==> src/rtl/ac97_out_fifo_p.sv <==
// AC97 output-slot sample FIFO: DEPTH=2**AW words, threshold request, level, sticky ovf/udf.
// Optional macro AC97_OUT_FIFO_HOLD_EN: an underrun read repeats the last sample instead of silence.
module ac97_out_fifo_p #(
  parameter int AW = 3
) (
  input  logic          clk_i,
  input  logic          rst_ni,
  input  logic          en_i,
  input  logic [1:0]    mode_i,
  input  logic [31:0]   din_i,
  input  logic          we_i,
  input  logic          re_i,
  input  logic [AW:0]   thr_i,
  input  logic          clr_i,
  output logic [19:0]   dout_o,
  output logic          full_o,
  output logic          empty_o,
  output logic [AW:0]   level_o,
  output logic          req_o,
  output logic          ovf_o,
  output logic          udf_o
);

  localparam int          DEPTH   = 2 ** AW;
  localparam logic [AW:0] DEPTH_W = (AW + 1)'(DEPTH);

  logic [31:0]   mem_q [DEPTH];
  logic [AW-1:0] wp_q, wp_d, rp_q, rp_d;
  logic [AW:0]   level_q, level_d;
  logic          hs_q, hs_d;
  logic          ovf_q, ovf_d, udf_q, udf_d;
  logic [19:0]   dout_q, dout_d;

  logic [31:0]   head;
  logic          full, empty, rd_ok, pop, wr_ok, ovf_evt, udf_evt;

  assign head    = mem_q[rp_q];
  assign full    = (level_q == DEPTH_W);
  assign empty   = (level_q == '0);
  assign rd_ok   = en_i & re_i & ~empty;
  // In packed 16-bit mode the head word is only popped after its upper half is delivered.
  assign pop     = rd_ok & ((mode_i != 2'b00) | hs_q);
  assign wr_ok   = en_i & we_i & (~full | pop);
  assign ovf_evt = en_i & we_i & full & ~pop;
  assign udf_evt = en_i & re_i & empty;

  always_comb begin
    wp_d    = wp_q;
    rp_d    = rp_q;
    level_d = level_q;
    hs_d    = hs_q;
    dout_d  = dout_q;
    ovf_d   = (ovf_q & ~clr_i) | ovf_evt;
    udf_d   = (udf_q & ~clr_i) | udf_evt;
    if (!en_i) begin
      wp_d    = '0;
      rp_d    = '0;
      level_d = '0;
      hs_d    = 1'b0;
      ovf_d   = 1'b0;
      udf_d   = 1'b0;
    end else begin
      if (wr_ok) wp_d = wp_q + 1'b1;
      if (pop)   rp_d = rp_q + 1'b1;
      case ({wr_ok, pop})
        2'b10:   level_d = level_q + 1'b1;
        2'b01:   level_d = level_q - 1'b1;
        default: level_d = level_q;
      endcase
      if (rd_ok) begin
        case (mode_i)
          2'b00: begin
            dout_d = hs_q ? {head[31:16], 4'h0} : {head[15:0], 4'h0};
            hs_d   = ~hs_q;
          end
          2'b01:   dout_d = {head[17:0], 2'b00};
          default: dout_d = head[19:0];
        endcase
      end else if (udf_evt) begin
`ifdef AC97_OUT_FIFO_HOLD_EN
        dout_d = dout_q;
`else
        dout_d = 20'h0;
`endif
      end
    end
  end

  always_ff @(posedge clk_i or negedge rst_ni) begin
    if (!rst_ni) begin
      wp_q    <= '0;
      rp_q    <= '0;
      level_q <= '0;
      hs_q    <= 1'b0;
      ovf_q   <= 1'b0;
      udf_q   <= 1'b0;
      dout_q  <= '0;
    end else begin
      wp_q    <= wp_d;
      rp_q    <= rp_d;
      level_q <= level_d;
      hs_q    <= hs_d;
      ovf_q   <= ovf_d;
      udf_q   <= udf_d;
      dout_q  <= dout_d;
    end
  end

  // Storage carries no reset; only the pointers and level define its contents.
  always_ff @(posedge clk_i) begin
    if (wr_ok) mem_q[wp_q] <= din_i;
  end

  assign dout_o  = dout_q;
  assign full_o  = full;
  assign empty_o = empty;
  assign level_o = level_q;
  assign req_o   = en_i & (level_q <= thr_i);
  assign ovf_o   = ovf_q;
  assign udf_o   = udf_q;

endmodule

==> config.mk <==
export PLATFORM = sky130hd
export DESIGN_NAME = ac97_out_fifo_p
export DESIGN_NICKNAME = d
export VERILOG_FILES = /design/src/rtl/ac97_out_fifo_p.sv
export SDC_FILE = /design/constraint.sdc
export NUM_CORES = 1
export LEC_CHECK = 0
export CAP_MARGIN = 5
export CORE_MARGIN = 2
export CORE_UTILIZATION = 45
export CTS_CLUSTER_DIAMETER = 40
export DETAILED_ROUTE_END_ITERATION = 10
export RECOVER_POWER = 25
export SYNTH_ARGS = -nofsm -noshare
export SYNTH_HDL_FRONTEND = slang
export SYNTH_SLANG_ARGS = --single-unit
==> constraint.sdc <==
create_clock -name clk_i -period 5.55 [get_ports clk_i]
set_clock_uncertainty 0.2 [all_clocks]
set_input_delay 1.665 -clock clk_i [delete_from_list [all_inputs] [get_ports clk_i]]
set_output_delay 1.665 -clock clk_i [all_outputs]
set_load 0.02 [all_outputs]
# Yosys cells after proc, flatten, opt, wreduce, memory -nomap -nowiden
# Memories as Yosys holds them, arrays and structs flattened.
# Index checks and enable logic that the tools add are counted.
# classes
n_bitwise	20
n_reduce_logical	6
n_mux	17
magnitude_cmp	1
eq_ne	9
addsub	4
# ops
op	n
$mux W20	3
$pmux W20 S2	1
$mux W3	4
$and A1 B1 Y1	11
$ne A2 B1 Y1 const B	4
$pmux W4 S2	1
$mux W1	7
$add A3 B1 Y3 const B	2
$not A1 Y1	5
$add A4 B1 Y4 const B	1
$eq A2 B1 Y1 const B	2
$eq A4 B4 Y1 const B	1
$le A4 B4 Y1	1
$logic_not A4 Y1	1
$mux W4	1
$or A1 B1 Y1	4
$reduce_and A2 Y1	2
$reduce_bool A2 Y1	2
$sub A4 B1 Y4 const B	1
$ne A3 B1 Y1 const B	1
$eq A2 B2 Y1 const B	1
$logic_not A2 Y1	1
# totals
wordCells	65
n_memories	1
ramBits	256
in_bits	44
output_inout_bits	29
reg_bits	33
# mem_list
name	depth	word_bits	read_ports	rd_clocked_by_memory_dff	wr	line	source
mem_q	8	32	1	0	1	27	logic [31:0] mem_q [DEPTH];

# Longest topological paths before layout
# Gate-level depths: netlist (run 1).
# logic_depth
depth_word	9
ltp_mapped	10
mapped_depth_nobuf	9

# Least setup slack after synthesis (run 1)
# Ideal clock, no wire load.
# synth_path
path_kind	input-to-reg
start	input mode_i[1]
end	memory mem_q[0][0] (enable)
path_stages	6
t_required_ns	4.882
slack_ns	-0.161
t_arrival_ns	5.043
setup_ns	0.468
path_buffers	1
path_cell_list	clkbuf_1 -> o311ai_1 -> o21ai_2 -> and3_4 -> nor2b_4 -> nor3b_1
# synth_via
elab_chain_cells	7
# synth_lines
item	line	source
start: declaration	9	input logic [1:0] mode_i,
$reduce_bool A2 Y1	42	assign pop = rd_ok & ((mode_i != 2'b00) | hs_q);
$or A1 B1 Y1	42	
$and A1 B1 Y1	42	
$or A1 B1 Y1	43	assign wr_ok = en_i & we_i & (~full | pop);
$and A1 B1 Y1	43	
$mux W1	111	if (wr_ok) mem_q[wp_q] <= din_i;
$mux W1 (implied by the code)	111	
end: declaration	27	
# No other way between the ends.

# Worst setup path in the final report (run 1)
# layout_path
start	input thr_i[1]
end	output req_o
# layout_via
elab_chain_cells	2
# layout_lines
item	line	source
start: declaration	13	input logic [AW:0] thr_i,
$le A4 B4 Y1	118	assign req_o = en_i & (level_q <= thr_i);
$and A1 B1 Y1	118	
end: declaration	19	output logic req_o,
# No other way between the ends.

==> metrics.txt, run 1 <==
status=finished, violations left; failing checks=capacitance limit, slew limit; largest net degree at the start of global routing=40; Rel. slew slack=-0.275; width of the die=166 um; Layout Nets=833; static leakage=0.00470 uW; clock buffer depth=3; R2R Setup Slk=2.41 ns; I/O pin count=73; Die H=166 um; Most used DFF post-synth=edfxtp_1; Routed Antenna Nets=0; CP endpoint kind=primary output; Hold Path Class=reg -> reg; Pwr Density=381 nW/um2; H-tree levels=2; Post-Route Setup TNS=0 ns; area added between synthesis and finish=20.8%; Non-Filler Instances=1147; Area contributors post-synth=edfxtp_1, mux2i_1, dfrtp_1; Mapped Cells=683; initial drt markers=539; Layout fillers=2057; # rows=59; First-pass DRT Iterations=6; final hold vios=0; CTS tree=built; fraction of layout instances using a drive strength above 1=0.165; wire length per cell=23.2 um; setup violators final=0; core footprint=25900 um2; fin crit share=0.953; # resized after CTS=1; vias in the first global route=6854; Synth area leader=edfxtp_1; postcts setup bufs=0; Clk pin slew, worst setup/hold paths=0.05 ns; RSZ-0062 raised after global routing=false; syn_nets=735; Pwr Total=5430 uW; Fmax=189 MHz; Post-synth EDFFs=256; peak supply drop=249 uV; multi-input logic area=3110 um2; root buffer cell=clkbuf_16; min Tclk post-route=5.29 ns; Mapped Area=11800 um2; Cells after DPL=1075; # diodes=0; global-route wire length before repair=41200 um; clock insertion delay at the later pin of the skew report=0.52 ns; via/cell ratio=5.77; # Max-Cap Violations=1; Vias=6623; Worst EP required=3.69 ns; GRT Overall Usage=0.198; crit start category=input port; Seq. cell area=8520 um2; CTS Sinks=289; Initial Util=0.456; Yosys warnings=0; Async SR Flop Fraction=0.114; Final Max Tran Viols=34; global route total overflow=0; WS Path Type=in -> out; Hold Path Depth=1; WHS=0.279 ns; sequential area share after synthesis=0.721; Buffers on Ports=72; GP Congestion=0.853; worst-path fanout max=2; CTS Buf Count=39; Unique masters post-synth=65; cts hold-fix bufs=0; Worst-Margin Slew=1.91 ns; die area=27500 um2; Post-Syn Area per Cell=17.3 um2; R2R cell count=5; Worst Path Arrival=3.42 ns; share of the synthesized area in the top cell type=0.651; dpl hpwl=16000 um; #FFs+latches synth=289; drt total wl=26600 um; initial antenna violation count=0; DRC Markers=0
per-layer routing:
metal	track usage	part of all wire	up-vias	routed length, um
li1	-	-	2957	-
met1	0.261	0.43	3363	11400
met2	0.328	0.48	257	12900
met3	0.0398	0.060	46	1610
met4	0.0715	0.027	0	728
met5	0	0	-	0
cell type report:
type	count	area share
well taps	335	0.0294
flip-flops and latches	289	0.597
multi-input cells	350	0.218
clock inverters	26	0.0187
repair buffers	92	0.0607
clock buffers	46	0.0733
inverters	9	0.00272
registers in the layout, indices dropped and copies added (netlist names):
signal   cells
udf_o        1
rp_q         3
dout_o      20
mem_q      256
hs_q         1
ovf_o        1
level_o      4
wp_q         3
metrics by stage:
step	area, um2	setup WS, ns	util
floorplan	11800	0.0391	-
global placement	13000	0.0385	0.500
detailed placement	13000	-0.00732	0.500
CTS	14300	0.248	0.551
global route	14300	0.139	0.550
finish	14300	0.261	0.550
synth_stat cells, drive strengths merged, types with 3 or more instances:
library cell  instances
edfxtp              256
mux2i                83
nand2                40
a22oi                36
dfrtp                33
nand3                28
mux4                 26
buf                  19
clkbuf               16
nand4                14
nor2b                13
o21ai                12
a22o                 10
ha                    8
inv                   8
and2                  6
nor2                  6
o2111ai               6
xnor2                 6
and3                  4
nor3b                 4
o221ai                4
a21oi                 3
a32oi                 3
mux2                  3
kinds of logic (layout without fill, tap and decap cells):
group / after synthesis / in the layout / share of synthesized area
xor+xnor: 7 / 7 / 0.00519
fa+ha+maj: 8 / 8 / 0.00848
mux: 112 / 112 / 0.123
buf+inv: 44 / 173 / 0.0202
simple gates: 128 / 128 / 0.0603
flops: 289 / 289 / 0.721
compound gates: 95 / 95 / 0.0618
critical path, stage by stage:
cell and delay [ns]:
clkdlybuf4s50_1 0.46, inv_1 0.04, ha_1 0.29, nor2b_1 0.13, o21ai_0 0.15, nand2b_1 0.08, a21oi_1 0.15, o21a_1 0.13
dlygate4sd2_1 0.32
final timing paths:
check	startpoint	endpoint
worst max-delay path	thr_i[1]	req_o
worst min-delay path	dout_o[16]$_DFFE_PN0P_	dout_o[16]$_DFFE_PN0P_
worst max register to register	rp_q[2]$_DFFE_PN0P_	dout_o[12]$_DFFE_PN0P_
worst min register to register	dout_o[16]$_DFFE_PN0P_	dout_o[16]$_DFFE_PN0P_
max in group asynchronous	rst_ni	rp_q[0]$_DFFE_PN0P_
min in group asynchronous	rst_ni	dout_o[17]$_DFFE_PN0P_
where the power goes:
group          switching, uW  internal (uW)
Combinational            275            228
Sequential              61.2           2440
Clock                    942           1480
Total                   1280           4150
cells in the final DEF (no fill, tap or decap), types with 5 or more instances in the layout:
master           count
a22o_1              10
a22oi_1             36
and2_1               6
buf_4               19
clkbuf_1             6
clkbuf_16           41
clkdlybuf4s50_1     53
clkinv_2             5
clkinvlp_4           6
dfrtp_1             32
dlygate4sd3_1       18
edfxtp_1           256
ha_1                 8
inv_1                8
mux2i_1             83
mux4_2              26
nand2_1             38
nand3_1             27
nand4_1             14
nor2b_1             11
o2111ai_1            6
o21ai_1              6
xnor2_1              6
Note: power is estimated with default switching activity, not from simulation.
==> run 2: changes to the inputs <==
Settings changed: ABC_CLOCK_PERIOD_IN_PS from default to 5550, SETUP_SLACK_MARGIN from default to 0.4.
==> run 2 against run 1 <==
Flip-flop and latch count stayed put. Fmax is 5.6% higher. Total power is 2.7% lower. Cell count is 0.17% lower. Combinational power hardly changed. Design area is 0.64% lower. The flow still finishes with violations (capacitance limit, slew limit). First-iteration DRC count is 4.3% higher. Largest cell class unchanged. Global-route usage is 0.085 points higher. Sequential power hardly changed.
==> metrics.txt, run 2 (synthesis results as in run 1) <==
Routed Antenna Nets=0 (unchanged); Worst Path Arrival=3.15 ns (-0.27 ns); global route total overflow=0 (unchanged); Final WS setup=0.539 ns (+0.278 ns); Crit path max-delay family=buffers and inverters; crit start category=input port; Die H=166 um (unchanged); cts hold-fix bufs=0 (unchanged); worst-path fanout max=2 (unchanged); Seq. cell area=8520 um2 (unchanged); Largest register FFs=256 (unchanged); RSZ-0062 raised after global routing=false; global-route wire length before repair=41400 um (+0.45%); static leakage=0.00465 uW (-0.97%); Layout Nets=834 (+0.12%); I/O pin count=73 (unchanged); worst setup path start=thr_i[1]; clock insertion delay at the later pin of the skew report=0.52 ns (about the same); CTS Sinks=289 (unchanged); P_int=4060 uW (-2.2%); peak supply drop=253 uV (+1.6%); NetSw=1220 uW (-4.2%); Clk pin slew, worst setup/hold paths=0.05 ns (about the same); CTS Buf Count=37 (-5.1%); worst path bufs/invs=3 (unchanged); GP Congestion=0.898 (+5.3%); First-pass DRT Iterations=5 (-1); Rel. slew slack=-0.218 (+0.0562); Worst EP required=3.69 ns (about the same); wl on met1=11500 um (+1.1%); most frequent cells in the layout=edfxtp_1, mux2i_1, clkdlybuf4s50_1, nand2_1, clkbuf_16; Hold Path End=dout_o[16]$_DFFE_PN0P_; area added between synthesis and finish=20.0%; WS Path Type=in -> out; most flop-heavy register=mem_q; # rows=59 (unchanged); hold path start=dout_o[16]$_DFFE_PN0P_; R2R Setup Slk=2.39 ns (-0.02 ns); Comb pwr share=0.095 (+0.002); Buffers on Ports=72 (unchanged); initial drt markers=562 (+4.3%); min Tclk post-route=5.01 ns (-0.278 ns); # diodes=0 (unchanged); Fmax=200 MHz (+5.6%); vias in the first global route=6810 (-0.64%); Initial Util=0.456 (unchanged); failing checks=capacitance limit, slew limit; via/cell ratio=5.78 (+0.11%); postcts setup bufs=0 (unchanged); die area=27500 um2 (unchanged); root buffer cell=clkbuf_16; setup violators final=0 (unchanged); Seq pwr share=0.475 (+0.013); clock buffer depth=3 (unchanged); RR Startpoint=level_o[1]$_DFFE_PN0P_; core footprint=25900 um2 (unchanged); H-tree levels=2 (unchanged); DRC Markers=0 (unchanged); width of the die=166 um (unchanged); drt total wl=27000 um (+1.4%); final hold vios=0 (unchanged); worst slack at placement=0.0140 ns (+0.0213 ns); Hold Path Class=reg -> reg; R2R cell count=7 (+2); top layer in use=met4; Post-Route Setup TNS=0 ns (unchanged); met2 WL post-DR=13300 um (+3.1%); metal3 WL=1650 um (+2.8%); Vias=6619 (-0.060%); status=finished, violations left; # Max-Cap Violations=1 (unchanged); Pwr Density=373 nW/um2 (-2.0%); Clock Power Share=0.430 (-0.016); Slowest-stage cell, CP=clkdlybuf4s50_1; fraction of layout instances using a drive strength above 1=0.158 (-0.00700); fin crit share=0.903 (-0.0501); critical path, cell by cell=clkdlybuf4s50_1, inv_1, ha_1, nor2b_1, o21ai_1, nand2b_1, a21oi_1, o21a_1, buf_4; Worst-Margin Slew=1.83 ns (-0.0842 ns); Layout fillers=2009 (-2.3%); GRT Overall Usage=0.198 (+0.000852); wire length per cell=23.6 um (+1.6%); CTS tree=built; Hold Path Depth=1 (unchanged); largest stage delay on the critical path=0.45 ns (about the same); initial antenna violation count=0 (unchanged); most common cell after layout, fill and taps aside=edfxtp_1; worst r2r dst=mem_q[3][20]$_DFFE_PP_; dpl hpwl=16200 um (+1.6%); Final Max Tran Viols=34 (unchanged); largest net degree at the start of global routing=49 (+23%); multi-input logic area=3120 um2 (+0.20%); CP endpoint kind=primary output; switching part of the total=0.232 (-0.00367)
[run 2: changes by cell type in the layout (fill, tap and decap cells not counted), moves of 2 or more]
cell,delta
clkinv_1,+2
clkbuf_16,-4
clkinv_2,-2
clkbuf_1,+3
clkinvlp_4,-3
buf_4,+3
[run 2: what timing repair did]
action,4_1_cts,5_1_grt
setup endpoints to repair,1,1
pin swaps,0,1
resized for setup,4,2
[run 2: worst reg2reg max path, stage by stage (launching register included)]
cell and delay (ns):
dfrtp_1 0.54, or4_1 0.40, clkinv_4 0.14, o21ai_2 0.24
and3_4 0.23, nand2_1 0.22, nor3b_4 0.24, buf_4 0.54
[run 2: stage by stage]
step            util  total power, uW  instance area [um2]  instances  hold WS, ns
4_1_cts        0.547             5340                14200       1145        0.301
2_1_floorplan      -             2830                11800        683        0.377
3_3_place_gp   0.502             3050                13000       1078        0.263
3_5_place_dp   0.502             3060                13000       1078        0.290
5_1_grt        0.547             5460                14200       1145        0.334
6_report       0.547             5280                14200       1145        0.292
[run 2: layout make-up]
| type | instances | area share |
|---|---|---|
| clock buffers | 45 | 0.0675 |
| clock inverters | 22 | 0.0158 |
| inverters | 9 | 0.00274 |
| multi-input cells | 350 | 0.220 |
| flip-flops and latches | 289 | 0.601 |
| well taps | 335 | 0.0296 |
| repair buffers | 95 | 0.0635 |
[run 2: power groups by stage]
stage / sequential (uW) / clock [uW] / combinational, uW
global route: 2520 / 2410 / 540
detailed placement: 2550 / 0 / 506
floorplan: 2560 / 0 / 272
CTS: 2510 / 2320 / 507
finish: 2510 / 2270 / 502
global placement: 2550 / 0 / 499
[run 2: worst max-delay path by stage]
| stage | end | slack, ns | cells past startpoint |
|---|---|---|---|
| floorplan | mem_q[6][0]$_DFFE_PP_ | 0.80 | 6 |
| global placement | req_o | 0.03 | 9 |
| detailed placement | req_o | 0.01 | 9 |
| CTS | req_o | 0.46 | 9 |
| global route | req_o | 0.42 | 9 |
| finish | req_o | 0.54 | 9 |
[run 2: metal layers]
| layer | GRT usage | vias to the layer above |
|---|---|---|
| met2 | 0.334 | 240 |
| met5 | 0 | - |
| li1 | - | 2965 |
| met4 | 0.0578 | 0 |
| met1 | 0.263 | 3369 |
| met3 | 0.0403 | 45 |
